`config.mk`:
```
export PLATFORM = sky130hd
export DESIGN_NAME = fp_intcast_accum
export DESIGN_NICKNAME = d
export VERILOG_FILES = /design/src/rtl/fp_intcast_accum.sv
export SDC_FILE = /design/constraint.sdc
export NUM_CORES = 1
export LEC_CHECK = 0
export ABC_AREA = 1
export CAP_MARGIN = 20
export CORE_ASPECT_RATIO = 0.6
export CORE_MARGIN = 2
export CORE_UTILIZATION = 30
export DETAILED_ROUTE_END_ITERATION = 12
export PLACE_DENSITY = 0.49
export SETUP_SLACK_MARGIN = 0.5
export SYNTH_ARGS = -nofsm -noshare
export SYNTH_HDL_FRONTEND = slang
export SYNTH_SLANG_ARGS = --single-unit
```
`constraint.sdc`:
```
create_clock -name clk_i -period 2.6 [get_ports clk_i]
set_input_delay 0.39 -clock clk_i [delete_from_list [all_inputs] [get_ports clk_i]]
set_output_delay 0.39 -clock clk_i [all_outputs]
set_load 0.05 [all_outputs]
```
`src/rtl/fp_intcast_accum.sv`:
```
// fp_intcast_accum: saturating reduction of INT32 cast results with NV count and sticky NX/sat flags.
module fp_intcast_accum #(
    parameter int SUM_W = 48,
    parameter int LEN_W = 16
) (
    input  logic             clk_i,
    input  logic             rst_ni,
    input  logic             start_i,
    input  logic [LEN_W-1:0] len_i,
    input  logic             in_valid_i,
    output logic             in_ready_o,
    input  logic [31:0]      in_data_i,
    input  logic [4:0]       in_status_i,
    output logic             out_valid_o,
    input  logic             out_ready_i,
    output logic [SUM_W-1:0] out_sum_o,
    output logic [LEN_W-1:0] out_nv_cnt_o,
    output logic             out_nx_o,
    output logic             out_sat_o,
    output logic             busy_o
);
    typedef enum logic [1:0] {IDLE, ACCUM, EMIT} state_t;
    state_t state_q, state_d;
    logic [SUM_W-1:0] sum_q, sum_d;
    logic [LEN_W-1:0] len_q, len_d, cnt_q, cnt_d, nv_q, nv_d;
    logic nx_q, nx_d, sat_q, sat_d, beat, ovf;
    logic [SUM_W:0] wide;
    logic unused_status;
    assign unused_status = ^in_status_i[3:1];
    assign beat = state_q == ACCUM && in_valid_i;
    assign wide = {sum_q[SUM_W-1], sum_q} + {{(SUM_W-31){in_data_i[31]}}, in_data_i};
    // the two top bits of the widened sum disagree exactly when the result left the SUM_W range
    assign ovf = wide[SUM_W] ^ wide[SUM_W-1];
    always_comb begin
        state_d = state_q;
        sum_d = sum_q;
        len_d = len_q;
        cnt_d = cnt_q;
        nv_d = nv_q;
        nx_d = nx_q;
        sat_d = sat_q;
        if (state_q == IDLE && start_i) begin
            state_d = len_i == '0 ? EMIT : ACCUM;
            len_d = len_i;
            sum_d = '0;
            cnt_d = '0;
            nv_d = '0;
            nx_d = 1'b0;
            sat_d = 1'b0;
        end
        if (beat) begin
            sum_d = ovf ? {wide[SUM_W], {(SUM_W-1){~wide[SUM_W]}}} : wide[SUM_W-1:0];
            sat_d = sat_q | ovf;
            cnt_d = cnt_q + LEN_W'(1);
            nv_d = nv_q + LEN_W'(in_status_i[4]);
            nx_d = nx_q | in_status_i[0];
            state_d = cnt_d == len_q ? EMIT : ACCUM;
        end
        if (state_q == EMIT && out_ready_i) state_d = IDLE;
    end
    always_ff @(posedge clk_i) begin
        if (!rst_ni) begin
            state_q <= IDLE;
            sum_q <= '0;
            len_q <= '0;
            cnt_q <= '0;
            nv_q <= '0;
            nx_q <= 1'b0;
            sat_q <= 1'b0;
        end else begin
            state_q <= state_d;
            sum_q <= sum_d;
            len_q <= len_d;
            cnt_q <= cnt_d;
            nv_q <= nv_d;
            nx_q <= nx_d;
            sat_q <= sat_d;
        end
    end
    assign in_ready_o = state_q == ACCUM;
    assign out_valid_o = state_q == EMIT;
    assign busy_o = state_q != IDLE;
    assign out_sum_o = sum_q;
    assign out_nv_cnt_o = nv_q;
    assign out_nx_o = nx_q;
    assign out_sat_o = sat_q;
endmodule

```
Yosys cells after proc, flatten, opt, wreduce, memory -nomap -nowiden
Index checks and enable logic that the tools add are counted.

word-level totals
  bits in registers = 100
  input bits = 58

cells by class
  add/sub/neg operators = 3
  equality and inequality tests = 3
  muxes and demuxes = 13
  bitwise operators = 5
  reduce and logical (&&, ||, !) cells = 8

operators by type and width
  operator                                                         number
  48-bit 2-to-1 mux                                                3
  48-bit by 32-bit adder with 49-bit output                        1
  16-bit 2-to-1 mux                                                3
  16-bit by 1-bit adder with 16-bit output                         1
  16-bit by 1-bit adder with 16-bit output, second input constant  1
  16-bit == test                                                   1
  16-bit zero test                                                 1
  2-bit 2-to-1 mux                                                 4
  2-bit nonzero test                                               2
  1-bit logical AND                                                3
  1-bit 2-to-1 mux                                                 3
  2-bit by 1-bit == test with 1-bit output, second input constant  1
  2-bit == test, second input constant                             1
  2-bit zero test                                                  1
  1-bit inverter                                                   2
  1-bit OR                                                         2
  2-bit OR reduction                                               1
  1-bit bitwise XOR                                                1

Longest topological paths before layout
  depth after elaboration = 4
  depth in mapped cells = 19

Worst setup path after synthesis
No wires, ideal clock.

  path type = flip-flop to flip-flop
  from = register sum_q[0], in the netlist out_sum_o[0]
  to = register sum_q[16], in the netlist out_sum_o[16]
  library setup time = 0.143 ns
  arrival time = 2.479 ns
  path slack = -0.022 ns
  stages on the path, launching flop included = 19
  buffers on the path = 2
  period minus slack after synthesis = 2.622 ns
  cell sequence = dfxtp_1 -> ha_1 -> fa_1 -> nand2_1 -> nand2_1 -> nand3_1 -> nand2_1 -> nand2_1 -> nand2_2 -> nand2_2 -> nand3_2 -> nand2_2 -> nand2_4 -> nand2_2 -> buf_6 -> buf_6 -> nand3_2 -> nand2_1 -> a21oi_2

between the ends
  longest elaborated chain between the ends = 4
  elaborated cells between the ends (all ways) = 5

RTL lines
  item                                                 RTL line  text
  start, declared                                      24        logic [SUM_W-1:0] sum_q, sum_d;
  start signal, assigned                               72        sum_q <= sum_d;
  48-bit by 32-bit adder with 49-bit output *          31        assign wide = {sum_q[SUM_W-1], sum_q} + {{(SUM_W-31){in_data_i[31]}}, in_data_i};
  1-bit bitwise XOR or 1-bit inverter (tied branches)  33, 52
  48-bit 2-to-1 mux *                                  52        sum_d = ovf ? {wide[SUM_W], {(SUM_W-1){~wide[SUM_W]}}} : wide[SUM_W-1:0];
  48-bit 2-to-1 mux *                                  51        if (beat) begin

Mark *: on every way between the ends. The rest lies on a longest branch, timed or not.
A chain may end at the register's enable or synchronous reset.

Worst setup path after layout
  from = input in_data_i[23]
  to = register sum_q[1], in the netlist out_sum_o[1]

between the ends
  longest elaborated chain between the ends = 4
  elaborated cells between the ends (all ways) = 5

RTL lines
  item                                                 RTL line  text
  start, declared                                      12        input logic [31:0] in_data_i,
  48-bit by 32-bit adder with 49-bit output *          31
  1-bit bitwise XOR or 1-bit inverter (tied branches)  33, 52
  48-bit 2-to-1 mux *                                  52
  48-bit 2-to-1 mux *                                  51

Marks and branches as above.

==> impl_metrics.csv <==
group,metric,value,unit
sta,rsz0062_at_grt,"yes",
layout,final_common_cell,"nand2_1",
global_route,antenna_found_initial,0,
critical_path,cp.required,2.92,ns
critical_path,reg2reg_to,"out_sum_o[1]",
synthesis,synth.avg_cell_area,6.07,um^2
layout,n_antenna_cell,0,
synthesis,yosys.area_share.adder,7.31,%
sta,finalHoldViolCount,0,
route,wl_per_cell,16.1,um
synthesis,netlist_area,9010,um^2
synthesis,yosysWarnings,0,
sta,slew_headroom,59.9,%
sta,finalMaxSlewViolations,0,
synthesis,synthCells,1483,
sta,tightest_slew,0.601,ns
floorplan,die-area,31500,um^2
clock_tree,clkLatencyLatePin,0.39,ns
sta,fin_setup_tns,0,ns
placement,hpwl,27300,um
flow_run,drv_cap,0,
synthesis,synth_xor_area_share,4.24,%
floorplan,dieHeight,138,um
synthesis,async_flop_share,0,%
worst_hold_path,hold_class,"input pin to register",
critical_path,crit_path_end,"out_sum_o[1]",
sta,period_minus_slack,2.48,ns
synthesis,synth_cell_types,41,
global_route,grt_pass1_wl,55200,um
global_route,grt-ovfl-total,0,
route,antenna_left,0,
route,vias,10500,
floorplan,pin_count,127,
critical_path,crit_path_end_kind,"register",
synthesis,synth_flop_cell,"dfxtp_1",
clock_tree,clkTransAtPathRegs,0.08,ns
floorplan,core_area,29700,um^2
synthesis,syn-num-nets,1593,
synthesis,synth_edf_count,0,
clock_tree,clk_path_buf_depth,2,
route,wl,36200,um
route,avgViaCountPerCell,4.69,
critical_path,reg2reg_depth,18,
layout,drive_gt1_share,33.1,%
critical_path,r2r_start,"out_sum_o[0]",
route,first_iter_violations,747,
critical_path,crit_arrival,2.80,ns
critical_path,worst_setup_path_start_kind,"input pin",
layout,syn2layout_area_growth,59.7,%
power,powerDensity,410,nW/um^2
synthesis,yosysSeqAreaShare,22.2,%
critical_path,worstPathMaxFanout,8,
route,drc,0,
clock_tree,cts-root-buf,"clkbuf_16",
layout,layout_common_cells,"nand2_1 (444), buf_4 (228), inv_1 (195), nor2_1 (99), a21oi_1 (91)",
floorplan,die_w,228,um
floorplan,start_util,30.3,%
synthesis,synth_compound_area_share,14.1,%
global_route,grt_start_max_net_pins,65,
power,ir_drop,0.270,mV
layout,stdcell_area,14400,um^2
layout,fin_nets,1940,
sta,skew,0.0111,ns
route,drtPass1Iterations,5,
placement,place_area,12400,um^2
sta,clock.fmax,402,MHz
sta,setup_viol,0,
synthesis,synth_mux_area_share,0,%
critical_path,critPathKind,"input pin to register",
clock_tree,htreeDepth,3,
synthesis,synth-simple-area-share,40.8,%
global_route,grt_pass1_vias,9780,
clock_tree,cts_tree,"built",
status,status,"complete, no violations",
placement,gp_congestion,0.945,
sta,finalCritPeriodShare,95.6,%
clock_tree,clock-sinks,100,
global_route,grt_usage,22.4,%
power,total_power,5.89,mW
power,leakagePower,6.63,nW
clock_tree,cts_buffers,9,
synthesis,ys_ff_latch,100,
critical_path,rrSetupSlack,0.12,ns
critical_path,crit_path_start,"in_data_i[23]",
placement,io_buffers,123,
floorplan,row_count,49,
synthesis,synth_top_family_by_area,"simple AND/OR/NAND/NOR gates",
[where the power goes]
part           leakage (nW)  internal (mW)  switching [mW]
clock                 0.171          0.980           0.742
combinational          5.62           1.11            1.37
sequential            0.843           1.61          0.0777
total                  6.63           3.70            2.19
[cell usage after synthesis (13+ instances only)]
cell	count	area [um^2]
nand3_2	22	220
a21oi_1	104	521
clkbuf_1	23	86.3
xor2_1	13	114
xnor2_1	28	245
nor3_1	13	65.1
o21bai_1	17	128
nor2_1	118	443
ha_1	51	638
a21oi_2	34	298
dfxtp_1	100	2000
inv_1	197	739
nand2_2	38	238
nand3_1	85	425
nand2_1	494	1850
o21ai_0	38	190
nand4_1	27	169
[stage by stage]
| step | hold WS, ns | utilization [%] | setup WS, ns | cells |
|---|---|---|---|---|
| final | 0.454 | 48.4 | 0.115 | 2243 |
| after detailed placement | 0.465 | 41.6 | -0.569 | 2192 |
| after floorplan | 0.444 | - | 0.268 | 1483 |
| after CTS | 0.477 | 46.4 | 0.0998 | 2231 |
| after global routing | 0.483 | 48.4 | -0.0547 | 2243 |
| after global placement | 0.460 | 41.6 | -0.524 | 2192 |
[metal layers]
layer	up-vias	routed length [um]	global-route usage (%)
met3	14	2170	4.79
met1	4856	19900	36.5
met5	-	0	0
met2	222	13800	29.6
li1	5428	-	-
met4	0	233	3.46
[worst min path at each step]
| stage | to | start | slack (ns) | cells after the start |
|---|---|---|---|---|
| CTS | len_q[6] | len_q[6] | 0.48 | 2 |
| global placement | len_q[3] | len_q[3] | 0.46 | 2 |
| finish | out_nv_cnt_o[0] | in_status_i[4] | 0.45 | 4 |
| detailed placement | len_q[6] | len_q[6] | 0.46 | 2 |
| global route | out_nv_cnt_o[0] | in_status_i[4] | 0.48 | 4 |
| floorplan | len_q[7] | len_q[7] | 0.44 | 2 |
[final cells by class]
| type | instances | area [um^2] |
|---|---|---|
| fill | 3003 | 15400 |
| multi-input combinational | 1136 | 7140 |
| timing repair buffer | 375 | 3500 |
| sequential | 100 | 2100 |
| inverter | 208 | 782 |
| tap | 408 | 510 |
| clock buffer | 10 | 239 |
| clock inverter | 6 | 118 |
[timing repair]
item / in CTS / in global routing
gates cloned: 6 / 3
setup buffers: 17 / 9
endpoints found under the hold margin: 0 / 0
endpoints found under the setup margin: 56 / 57
hold buffers: 0 / 0
pin swaps: 12 / 49
resized for setup: 138 / 124
[cells by family (layout without fill, tap and decap cells)]
logic type | after synthesis | count (layout)
AND/OR/NAND/NOR | 833 | 833
buffers and inverters | 247 | 599
AO/OA/AOI/OAI | 209 | 209
flip-flops | 100 | 100
adder cells (fa/ha/maj) | 52 | 52
XOR/XNOR | 42 | 42
[sequential cells by signal, summed over array words and instances, names as in the netlist]
signal	count
out_sum_o	48
cnt_q	16
len_q	16
out_nv_cnt_o	16
state_q	2
out_nx_o	1
out_sat_o	1
[worst max-delay path, stage by stage]
cell and delay, ns:
clkdlybuf4s50_1 0.45, ha_4 0.31, nand2_4 0.07, nor2_4 0.13, and2_4 0.17, nand2_2 0.08
nor2_4 0.11, nand2_4 0.07, buf_4 0.13, nand4_2 0.09, nand2_4 0.07, a21oi_4 0.20
buf_6 0.18, buf_12 0.16, nand2_2 0.06, a21oi_2 0.13
No activity file was read; power rests on OpenSTA's default activity.
